File: config.mk
export PLATFORM = sky130hd
export DESIGN_NAME = bk_adder_pipe
export DESIGN_NICKNAME = d
export VERILOG_FILES = /design/src/rtl/bk_adder_pipe_pkg.sv /design/src/rtl/bk_adder_pipe_gp_cell.sv /design/src/rtl/bk_adder_pipe.sv
export SDC_FILE = /design/constraint.sdc
export NUM_CORES = 1
export LEC_CHECK = 0
export ABC_CLOCK_PERIOD_IN_PS = 7800
export CELL_PAD_IN_SITES_DETAIL_PLACEMENT = 0
export CELL_PAD_IN_SITES_GLOBAL_PLACEMENT = 1
export CORE_MARGIN = 10
export CORE_UTILIZATION = 41
export DETAILED_ROUTE_END_ITERATION = 8
export PLACE_DENSITY_LB_ADDON = 0.1
export SLEW_MARGIN = 20
export SYNTH_ARGS = -nofsm -noshare
export SYNTH_HDL_FRONTEND = slang
export SYNTH_SLANG_ARGS = --single-unit
File: constraint.sdc
create_clock -name clk -period 7.8 [get_ports clk]
set_input_delay 1.56 -clock clk [delete_from_list [all_inputs] [get_ports clk]]
set_output_delay 1.56 -clock clk [all_outputs]
set_load 0.01 [all_outputs]
File: src/rtl/bk_adder_pipe_pkg.sv
// Shared types and elaboration helpers for the pipelined Brent-Kung adder/subtractor.
// Level counting and register-rank placement live here so bench and RTL agree.
package bk_pkg;

  typedef enum logic [1:0] {
    ADD  = 2'b00,
    SUB  = 2'b01,
    ADDC = 2'b10,
    SUBC = 2'b11
  } bk_op_e;

  localparam int BK_MAX_W = 64;

  function automatic int bk_log2(input int width);
    int l;
    l = 0;
    while ((1 << l) < width) l++;
    return l;
  endfunction

  // Up-sweep of log2 levels plus down-sweep of log2-1 levels.
  function automatic int bk_nlev(input int width);
    return 2 * bk_log2(width) - 1;
  endfunction

  // Prefix level after which register rank k sits: ceil(k*nlev/stages).
  function automatic int bk_cut(input int k, input int stages, input int nlev);
    return (k * nlev + stages - 1) / stages;
  endfunction

endpackage

File: src/rtl/bk_adder_pipe_gp_cell.sv
// Brent-Kung black cell: merges a high and a low generate/propagate group.
module bk_gp_cell (
  input  logic gh,
  input  logic ph,
  input  logic gl,
  input  logic pl,
  output logic g,
  output logic p
);

  assign g = gh | (ph & gl);
  assign p = ph & pl;

endmodule

File: src/rtl/bk_adder_pipe.sv
// Pipelined Brent-Kung adder/subtractor with register ranks spread across the
// prefix tree and an elastic valid/ready chain in which empty ranks always accept.
module bk_adder_pipe
  import bk_pkg::*;
#(
  parameter int WIDTH  = 32,
  parameter int STAGES = 3
) (
  input  logic             clk,
  input  logic             rst,
  input  logic             in_valid,
  output logic             in_ready,
  input  logic [WIDTH-1:0] in_a,
  input  logic [WIDTH-1:0] in_b,
  input  logic             in_cin,
  input  logic [1:0]       in_op,
  output logic             out_valid,
  input  logic             out_ready,
  output logic [WIDTH-1:0] out_sum,
  output logic             out_cout,
  output logic             out_ovf
);

  localparam int L    = bk_log2(WIDTH);
  localparam int N    = 1 << L;
  localparam int NLEV = bk_nlev(WIDTH);

  // Rank number sitting after prefix level lv, or 0 when the level is unregistered.
  function automatic int rank_of(input int lv);
    int r;
    r = 0;
    for (int k = 1; k < STAGES; k++)
      if (bk_cut(k, STAGES, NLEV) == lv) r = k;
    return r;
  endfunction

  // Stage 0: operand conditioning; carry-in folded into bit 0 generate
  logic [WIDTH-1:0] b_p0, p_p0, g_p0;
  logic             c0_p0;

  assign b_p0  = in_op[0] ? ~in_b : in_b;
  assign c0_p0 = in_op[1] ? in_cin : in_op[0];
  assign p_p0  = in_a ^ b_p0;

  always_comb begin
    g_p0    = in_a & b_p0;
    g_p0[0] = g_p0[0] | (p_p0[0] & c0_p0);
  end

  // Valid/ready chain: en[k] means rank k captures this cycle
  logic [STAGES:1]   vld;
  logic [STAGES:1]   vsrc;
  logic [STAGES:1]   ld;
  logic [STAGES+1:1] en;

  always_comb begin
    en[STAGES+1] = out_ready;
    for (int k = STAGES; k >= 1; k--)
      en[k] = !vld[k] || en[k+1];
  end

  always_comb begin
    vsrc[1] = in_valid;
    for (int k = 2; k <= STAGES; k++)
      vsrc[k] = vld[k-1];
  end

  assign ld       = en[STAGES:1] & vsrc;
  assign in_ready = en[1];

  always_ff @(posedge clk) begin
    if (rst) begin
      vld <= '0;
    end else begin
      for (int k = 1; k <= STAGES; k++)
        if (en[k]) vld[k] <= vsrc[k];
    end
  end

  // Prefix tree: level 0 is the per-bit terms padded to a power of two
  for (genvar l = 0; l <= NLEV; l++) begin : g_lvl
    logic [N-1:0]     gq, pq;
    logic [WIDTH-1:0] pb;
    logic             c0;

    if (l == 0) begin : g_in
      assign gq = N'(g_p0);
      assign pq = N'(p_p0);
      assign pb = p_p0;
      assign c0 = c0_p0;
    end else begin : g_net
      logic [N-1:0] gc, pc;

      for (genvar i = 0; i < N; i++) begin : g_bit
        localparam int D   = (l <= L) ? (1 << (l - 1)) : (1 << (2 * L - 1 - l));
        localparam bit ACT = (l <= L) ? (((i + 1) % (2 * D)) == 0)
                                      : ((((i + 1) % (2 * D)) == D) && ((i + 1) > D));
        if (ACT) begin : g_cell
          bk_gp_cell u_cell (
            .gh (g_lvl[l-1].gq[i]),
            .ph (g_lvl[l-1].pq[i]),
            .gl (g_lvl[l-1].gq[i-D]),
            .pl (g_lvl[l-1].pq[i-D]),
            .g  (gc[i]),
            .p  (pc[i])
          );
        end else begin : g_pass
          assign gc[i] = g_lvl[l-1].gq[i];
          assign pc[i] = g_lvl[l-1].pq[i];
        end
      end

      localparam int RK = rank_of(l);
      if (RK != 0) begin : g_rank
        // Rank RK boundary
        always_ff @(posedge clk) begin
          if (ld[RK]) begin
            gq <= gc;
            pq <= pc;
            pb <= g_lvl[l-1].pb;
            c0 <= g_lvl[l-1].c0;
          end
        end
      end else begin : g_wire
        assign gq = gc;
        assign pq = pc;
        assign pb = g_lvl[l-1].pb;
        assign c0 = g_lvl[l-1].c0;
      end
    end
  end

  // Final stage: group generates are the carries out of each bit
  logic [WIDTH-1:0] carry, sum_nx;
  logic             unused_tail;

  assign carry       = g_lvl[NLEV].gq[WIDTH-1:0];
  assign sum_nx      = g_lvl[NLEV].pb ^ {carry[WIDTH-2:0], g_lvl[NLEV].c0};
  assign unused_tail = ^{g_lvl[NLEV].pq, g_lvl[NLEV].gq};

  always_ff @(posedge clk) begin
    if (rst) begin
      out_sum  <= '0;
      out_cout <= 1'b0;
      out_ovf  <= 1'b0;
    end else if (ld[STAGES]) begin
      out_sum  <= sum_nx;
      out_cout <= carry[WIDTH-1];
      out_ovf  <= carry[WIDTH-1] ^ carry[WIDTH-2];
    end
  end

  assign out_valid = vld[STAGES];

endmodule

==> impl_metrics.json, run 1 <==
{
  "slew_viol_final": 0,
  "swShare_pct": 22.1,
  "grt_usage_pct": 12.6,
  "power_frac_seq_pct": 54.4,
  "ys_types": 36,
  "crit_path_end_kind": "output port",
  "cp-start-kind": "input pin",
  "drive_above_1_share_pct": 6.78,
  "synth_edf_count": 153,
  "antenna_found_initial": 0,
  "syn_nets": 631,
  "crit_required_ns": 6.24,
  "vias": 4373,
  "crit_family": "buffers and inverters",
  "avgSynthCellArea_sq_um": 14.8,
  "die_area_sq_mm": 0.0244,
  "combinationalPowerShare_pct": 9.7,
  "post-dp-hpwl_mm": 10.2,
  "synth_common_cells": "edfxtp_1 (153), ha_1 (47), a21oi_1 (43), dfxtp_1 (37), xor2_1 (32)",
  "synth_xor_area_share_pct": 3.91,
  "first_iter_violations": 191,
  "clk_latency_ns": 0.42,
  "synth_top_cell_area_share_pct": 60.3,
  "synth.yosys.seq_area_share_pct": 70.1,
  "drt-vias-per-instance": 5.07,
  "rows": 49,
  "cts_sinks": 190,
  "fin_worst_skew_ns": 0.0151,
  "path_class": "input pin to output port",
  "cts_resized": 0,
  "grt_pass1_wl_mm": 24.2,
  "routabilityCongestion": 0.726,
  "grt_start_max_net_pins": 42,
  "setup_viol": 0,
  "initial_core_util_pct": 42.0,
  "leakage_nw": 3.49,
  "synth_compound_area_share_pct": 10.5,
  "nNetsFinal": 739,
  "fmax_ghz": 0.208,
  "drc_errors": 0,
  "path_cells": "clkdlybuf4s50_1, nor2b_4, buf_4, nand3_1, clkdlybuf4s50_1",
  "coreArea_sq_mm": 0.0181,
  "period_needed_ns": 4.81,
  "first_pass_iters": 4,
  "hold_viol": 0,
  "clkTransAtPathRegs_ns": 0.06,
  "synthAdderAreaFrac_pct": 7.72,
  "clock_tree.htree_level_count": 4,
  "power.share.clock_pct": 35.9,
  "crit_fanout": 36,
  "worst_path_max_delay_cell": "clkdlybuf4s50_1",
  "dp_slack_ns": 2.97,
  "grt_remaining_overflow": 0,
  "cap_violations": 0,
  "synthSimpleGateAreaFrac_pct": 5.69,
  "cts_buffers": 17,
  "fin_ws_ns": 2.99,
  "setup_tns_ns": 0,
  "worst_hold_slack_ns": 0.416,
  "crit_arrival_ns": 3.25,
  "maxSlewHeadroom_pct": 28.9,
  "synth_mux_area_share_pct": 0.197,
  "power.switching_uw": 492,
  "ant_nets": 0,
  "synthArstFlopShare_pct": 0,
  "yosysMostFrequentCell": "edfxtp_1",
  "outcome": "finished, final reports clean",
  "synth_top_flop_cell": "edfxtp_1",
  "syn_inst": 513,
  "yosys-top-cells-area": "edfxtp_1 (60%), dfxtp_1 (9.7%), ha_1 (7.7%), xor2_1 (3.7%), a21oi_1 (2.8%)",
  "cts_root_buf": "clkbuf_16",
  "final.period_utilization_pct": 61.7,
  "clockBufferDepth": 2,
  "p_int_mw": 1.73,
  "fp.dieH_um": 156,
  "power.density_mw_per_mm2": 234,
  "grt_pass1_vias": 4608,
  "io_pins": 107,
  "min_path_type": "flop to flop",
  "syn2layout_area_growth_pct": 25.0,
  "routed_wl_mm": 14.7,
  "wl_per_cell_um": 17.1,
  "hold_buffers": 0,
  "path_common_cell": "clkdlybuf4s50_1",
  "post_cts_buffers": 0,
  "dieWidth_um": 156,
  "cp_num_buf_inv": 3,
  "cts_tree": "built",
  "antenna_cells": 0,
  "ir_worst_vdd_uv": 133,
  "rsz0062_at_grt": "false",
  "cpPeakStageDelay_ns": 0.55,
  "netlist_area_sq_mm": 0.00761,
  "port_buffers": 106,
  "worst_pin_slew_ns": 1.07,
  "ys_ff_latch": 190,
  "synth_top_family_by_area": "compound AO/OA/AOI/OAI gates",
  "yosysTopAreaCell": "edfxtp_1",
  "ys_warn_count": 0
}
## per-stage QoR
stage               power (mW)  cell area, sq um  instances  util [%]
finish                    2.23              9520        863      52.4
global route              2.33              9520        863      52.4
global placement          1.44              8920        829      49.1
CTS                       2.25              9520        863      52.4
floorplan                 1.35              7610        513         -
detailed placement        1.45              8970        831      49.4
## metal layers
| layer | up-vias | wire (um) | GRT usage (%) |
|---|---|---|---|
| met3 | 9 | 698 | 3.73 |
| met2 | 81 | 7000 | 19.9 |
| met1 | 2085 | 6860 | 16.2 |
| li1 | 2198 | - | - |
| met4 | 0 | 160 | 4.81 |
| met5 | - | 0 | 0 |
## final cells by class
cell class	instances	area (sq um)
clock buffers	18	429
clock inverters	14	118
inverters	8	30.0
multi-input cells	291	2170
fillers	1496	8630
well taps	229	287
repair buffers	113	1150
flip-flops and latches	190	5340
## final timing paths
check                   from               to  slack, ns  cells past startpoint
max                out_ready         in_ready       2.99                      5
max reg2reg           vld[3]  g_lvl[3].gq[15]       5.55                      4
min reg2reg  g_lvl[3].pq[13]  g_lvl[6].pq[13]       0.42                      0
min          g_lvl[3].pq[13]  g_lvl[6].pq[13]       0.42                      0
## cells in the final DEF (no fill, tap or decap), drive strengths merged, types with 17 or more instances in the layout
cell | netlist | layout
nand3 | 17 | 17
dfxtp | 37 | 37
ha | 47 | 47
clkbuf | 9 | 18
o21ai | 51 | 51
edfxtp | 153 | 153
clkdlybuf4s50 | 0 | 105
a21o | 22 | 22
a21oi | 43 | 43
xor2 | 32 | 32
## power groups by stage
stage | logic (mW) | clock network, mW | registers (mW)
detailed placement | 0.219 | 0 | 1.23
global route | 0.246 | 0.862 | 1.22
CTS | 0.221 | 0.816 | 1.21
global placement | 0.214 | 0 | 1.23
finish | 0.216 | 0.799 | 1.21
floorplan | 0.122 | 0 | 1.23
## cells by family after synthesis
family | count (synthesis)
simple gates | 73
mux | 1
xor+xnor | 34
flops | 190
compound gates | 136
fa+ha+maj | 47
buf+inv | 32
## sequential cells by signal, indices dropped and copies added, names as in the netlist
name / flops
g_lvl.c0: 2
g_lvl.gq: 64
g_lvl.pb: 33
g_lvl.pq: 54
out_cout: 1
out_ovf: 1
out_sum: 32
vld: 3
(Power assumes the default switching activity.)
==> inputs of run 2 (changes only) <==
--- a/config.mk
+++ b/config.mk
@@ -5,7 +5,7 @@
 export SDC_FILE = /design/constraint.sdc
 export NUM_CORES = 1
 export LEC_CHECK = 0
-export ABC_CLOCK_PERIOD_IN_PS = 7800
+export ABC_CLOCK_PERIOD_IN_PS = 3990
 export CELL_PAD_IN_SITES_DETAIL_PLACEMENT = 0
 export CELL_PAD_IN_SITES_GLOBAL_PLACEMENT = 1
 export CORE_MARGIN = 10
==> constraint.sdc (replaced) <==
create_clock -name clk -period 3.99 [get_ports clk]
set_input_delay 0.798 -clock clk [delete_from_list [all_inputs] [get_ports clk]]
set_output_delay 0.798 -clock clk [all_outputs]
set_load 0.01 [all_outputs]
==> run 2 against run 1 <==
- register-to-register slack got worse by 3.4 ns
- combinational power up 96%
- first-iteration DRC count down 0.52%
- die area did not move
- critical endpoint unchanged
==> impl_metrics.json, run 2 (synthesis gave the netlist of run 1 again) <==
{
  "outcome": "finished, final reports clean",
  "dp_slack_ns": 1.01,
  "cp-start-kind": "input pin",
  "crit_arrival_ns": 2.10,
  "routabilityCongestion": 0.781,
  "ir_worst_vdd_uv": 311,
  "hold_buffers": 0,
  "crit_path_end_kind": "output port",
  "grt_start_max_net_pins": 79,
  "fin_ws_ns": 1.09,
  "cpPeakStageDelay_ns": 0.54,
  "grt_remaining_overflow": 0,
  "fmax_ghz": 0.345,
  "post-dp-hpwl_mm": 10.3,
  "rr_worst_depth": 4,
  "drc_errors": 0,
  "slew_viol_final": 0,
  "regToRegSetupSlack_ns": 2.13,
  "initial_core_util_pct": 42.0,
  "leakage_nw": 3.50,
  "syn2layout_area_growth_pct": 25.4,
  "power.density_mw_per_mm2": 465,
  "die_area_sq_mm": 0.0244,
  "drt-vias-per-instance": 5.06,
  "clk_latency_ns": 0.42,
  "path_cells": "clkdlybuf4s50_1, nor2b_4, nand3_1, clkdlybuf4s50_1",
  "final.period_utilization_pct": 72.6,
  "hold_viol": 0,
  "path_common_cell": "clkdlybuf4s50_1",
  "setup_tns_ns": 0,
  "dieWidth_um": 156,
  "clkTransAtPathRegs_ns": 0.06,
  "routed_wl_mm": 14.4,
  "port_buffers": 106,
  "worst_path_max_delay_cell": "clkdlybuf4s50_1",
  "cts_sinks": 190,
  "largest_reg_flops": 64,
  "cts_tree": "built",
  "min_path_type": "flop to flop",
  "clockBufferDepth": 2,
  "grt_pass1_wl_mm": 23.4,
  "path_class": "input pin to output port",
  "setup_viol": 0,
  "antenna_cells": 0,
  "cts_resized": 0,
  "instances_no_fill": 864,
  "crit_required_ns": 3.19,
  "crit_start": "out_ready",
  "cts_root_buf": "clkbuf_16",
  "nNetsFinal": 740,
  "r2r-end": "g_lvl[6].gq[3]",
  "rsz0062_at_grt": "false",
  "timing.rr.start": "vld[3]",
  "biggestRegsByFlops": "g_lvl.gq (64), g_lvl.pq (54), g_lvl.pb (33)",
  "crit_fanout": 2,
  "wl_per_cell_um": 16.7,
  "rows": 49,
  "cap_violations": 0,
  "maxSlewHeadroom_pct": 58.0,
  "fillers": 1553,
  "fp.dieH_um": 156,
  "layout_common_cells": "edfxtp_1 (153), clkdlybuf4s50_1 (104), ha_1 (47)",
  "seq_area_sq_mm": 0.00534,
  "endpoint": "in_ready",
  "final_common_cell": "edfxtp_1",
  "fin_worst_skew_ns": 0.00699,
  "antenna_found_initial": 0,
  "report.power.total_mw": 4.44,
  "multi_input_area_sq_mm": 0.00217,
  "first_iter_violations": 190,
  "post_cts_buffers": 0,
  "grt_pass1_vias": 4560,
  "drive_above_1_share_pct": 7.40,
  "dp.cells": 832,
  "cts_buffers": 17,
  "largest-register": "g_lvl.gq",
  "ant_nets": 0,
  "period_needed_ns": 2.90,
  "io_pins": 107,
  "clock_tree.htree_level_count": 4,
  "grt_usage_pct": 12.4,
  "worst_pin_slew_ns": 0.630,
  "vias": 4372,
  "coreArea_sq_mm": 0.0181,
  "first_pass_iters": 4
}
-- run 2: power breakdown --
part	total [mW]	leakage, nW	switching, mW	internal (mW)
Clock	1.66	0.275	0.696	0.960
Sequential	2.36	1.80	0.0451	2.32
Combinational	0.424	1.42	0.214	0.210
Total	4.44	3.50	0.955	3.49
-- run 2: area by class of cell --
type	count	share of cell area [%]
inverter	8	0.314
clock buffer	20	4.78
multi-input combinational	291	22.7
timing repair buffer	114	11.9
tap	229	3.00
clock inverter	12	1.44
sequential	190	55.9
-- run 2: metal layers --
metal	GRT usage, %	routed length (um)	up-vias
met4	5.35	244	0
met2	21.4	7490	84
met3	3.81	723	16
met5	0	0	-
met1	13.9	5980	2075
li1	-	-	2197
-- run 2: worst min path at each step --
stage	endpoint	cells after the start	from
after floorplan	g_lvl[6].c0	0	g_lvl[3].c0
after global placement	g_lvl[6].gq[17]	0	g_lvl[3].gq[17]
after detailed placement	g_lvl[6].gq[10]	0	g_lvl[3].gq[10]
after CTS	g_lvl[6].gq[10]	0	g_lvl[3].gq[10]
after global routing	g_lvl[6].gq[21]	0	g_lvl[3].gq[21]
final	g_lvl[6].gq[10]	0	g_lvl[3].gq[10]
-- run 2: worst max-delay path: cells and delay by family --
family	cells	cell delay (ns)
and+or+nand+nor	2	0.30
buffers and inverters	2	0.99
-- run 2: stage by stage --
stage	instance area, sq um	hold slack (ns)	util (%)
CTS	9550	0.416	52.6
global placement	8960	0.400	49.4
global route	9550	0.419	52.6
finish	9550	0.414	52.6
floorplan	7630	0.400	-
detailed placement	8960	0.405	49.4
==> inputs of run 3 (changes only) <==
--- a/config.mk
+++ b/config.mk
@@ -5,7 +5,7 @@
 export SDC_FILE = /design/constraint.sdc
 export NUM_CORES = 1
 export LEC_CHECK = 0
-export ABC_CLOCK_PERIOD_IN_PS = 3990
+export ABC_CLOCK_PERIOD_IN_PS = 2450
 export CELL_PAD_IN_SITES_DETAIL_PLACEMENT = 0
 export CELL_PAD_IN_SITES_GLOBAL_PLACEMENT = 1
 export CORE_MARGIN = 10
==> constraint.sdc (replaced) <==
create_clock -name clk -period 2.45 [get_ports clk]
set_input_delay 0.49 -clock clk [delete_from_list [all_inputs] [get_ports clk]]
set_output_delay 0.49 -clock clk [all_outputs]
set_load 0.01 [all_outputs]
==> run 3 against run 2 <==
- sequential cell count unchanged
- wire length is 3.7% higher
- largest cell class unchanged
- core utilization increased by 0.47 points
- count of clock-buffer cells in the layout down 1
- critical path type unchanged
- clock power is 65% higher
- critical path depth did not move
- sequential share of layout area is 0.49 points lower
- worst hold slack improved by 0.0039 ns
- power increased by 64%
- first-iteration DRC count grew 3.2%
- non-clock buffer count up 4
==> impl_metrics.json, run 3 (synthesis gave the netlist of run 1 again) <==
{
  "outcome": "finished, final reports clean",
  "die_area_sq_mm": 0.0244,
  "antenna_found_initial": 0,
  "post_cts_buffers": 0,
  "grt_pass1_vias": 4724,
  "cpPeakStageDelay_ns": 0.57,
  "grt_usage_pct": 12.7,
  "slew_viol_final": 0,
  "crit_required_ns": 1.96,
  "cts_resized": 0,
  "use_met2_pct": 21.8,
  "drc_errors": 0,
  "clk_latency_ns": 0.42,
  "final.period_utilization_pct": 91.3,
  "utilization_pct": 53.1,
  "clock_tree.htree_level_count": 4,
  "worst_path_max_delay_cell": "clkdlybuf4s50_1",
  "fin_worst_skew_ns": 0.00800,
  "grt_start_max_net_pins": 76,
  "grt_remaining_overflow": 0,
  "post-dp-hpwl_mm": 10.7,
  "dieWidth_um": 156,
  "grt_use_met3_pct": 3.95,
  "grt_pass1_wl_mm": 24.3,
  "coreArea_sq_mm": 0.0181,
  "period_needed_ns": 2.24,
  "rows": 49,
  "first_iter_violations": 196,
  "leakage_nw": 3.54,
  "use_met1_pct": 14.3,
  "vias": 4410,
  "port_buffers": 106,
  "instances_no_fill": 868,
  "layout_common_cells": "edfxtp_1 (153), clkdlybuf4s50_1 (105), ha_1 (47)",
  "fmax_ghz": 0.447,
  "syn2layout_area_growth_pct": 26.6,
  "path_class": "input pin to output port",
  "busiest_layer": "met2",
  "path_cells": "clkdlybuf4s50_1, nor2b_4, nand3_1, clkdlybuf4s50_1",
  "largest_reg_flops": 64,
  "regToRegSetupSlack_ns": 0.73,
  "largest-register": "g_lvl.gq",
  "hold_buffers": 0,
  "first_pass_iters": 7,
  "power.density_mw_per_mm2": 758,
  "crit_fanout": 2,
  "cp-start-kind": "input pin",
  "final_common_cell": "edfxtp_1",
  "cts_tree": "built",
  "ir_worst_vdd_uv": 412,
  "ant_nets": 0,
  "io_pins": 107,
  "crit_arrival_ns": 1.75,
  "cts_root_buf": "clkbuf_16",
  "dp.cells": 836,
  "cts_sinks": 190,
  "routabilityCongestion": 0.735,
  "routed_wl_mm": 15.0,
  "rsz0062_at_grt": "false",
  "cap_violations": 0,
  "worst_pin_slew_ns": 0.627,
  "setup_viol": 0,
  "maxSlewHeadroom_pct": 58.1,
  "drt-vias-per-instance": 5.08,
  "drive_above_1_share_pct": 7.36,
  "cp_num_buf_inv": 2,
  "min_path_type": "flop to flop",
  "fillers": 1533,
  "biggestRegsByFlops": "g_lvl.gq (64), g_lvl.pq (54), g_lvl.pb (33)",
  "crit_family": "buffers and inverters",
  "fp.dieH_um": 156,
  "antenna_cells": 0,
  "clkTransAtPathRegs_ns": 0.07,
  "clockBufferDepth": 2,
  "nNetsFinal": 744,
  "crit_path_end_kind": "output port",
  "report.power.total_mw": 7.31,
  "cts_buffers": 17,
  "path_common_cell": "clkdlybuf4s50_1",
  "hold_viol": 0,
  "initial_core_util_pct": 42.0,
  "wl_per_cell_um": 17.3
}
run 3: layer usage:
metal  wire length (um)  vias to the layer above  share of wire (%)
met5                  0                        -                  0
met4                322                        0                2.2
met3                820                       17                5.5
met2               7540                       97                 50
met1               6290                     2088                 42
li1                   -                     2208                  -
run 3: final cells by class:
class | count | area [sq um] | share of cell area, %
clock buffer | 19 | 433 | 4.49
clock inverter | 13 | 161 | 1.67
inverter | 8 | 30.0 | 0.312
multi-input combinational | 291 | 2170 | 22.5
sequential | 190 | 5340 | 55.4
tap | 229 | 287 | 2.97
timing repair buffer | 118 | 1220 | 12.7
run 3: metrics by stage:
stage / instance area (sq um) / setup WS [ns] / TNS (ns) / hold slack, ns
6_report: 9640 / 0.213 / 0 / 0.418
2_1_floorplan: 7650 / -0.174 / -20.43 / 0.400
3_3_place_gp: 9040 / 0.133 / 0 / 0.401
3_5_place_dp: 9040 / 0.125 / 0 / 0.405
5_1_grt: 9640 / 0.157 / 0 / 0.423
4_1_cts: 9640 / 0.186 / 0 / 0.419
run 3: worst register-to-register path, delay by kind of cell, from the launching register on:
kind	cells	cell delay (ns)
flip-flops	1	0.46
adder cells (fa/ha/maj)	1	0.18
AO/OA/AOI/OAI	3	0.49
AND/OR/NAND/NOR	2	0.46
run 3: where the power goes:
group	switching, mW	internal, mW	leakage [nW]
clock network	1.13	1.61	0.284
registers	0.0729	3.77	1.80
logic	0.360	0.356	1.46
run 3: final timing paths:
kind	from	endpoint	cells past startpoint
max reg2reg	g_lvl[6].gq[15]	out_sum[23]	6
min	g_lvl[3].pq[20]	g_lvl[6].pq[20]	0
max	out_ready	in_ready	4
min reg2reg	g_lvl[3].pq[20]	g_lvl[6].pq[20]	0
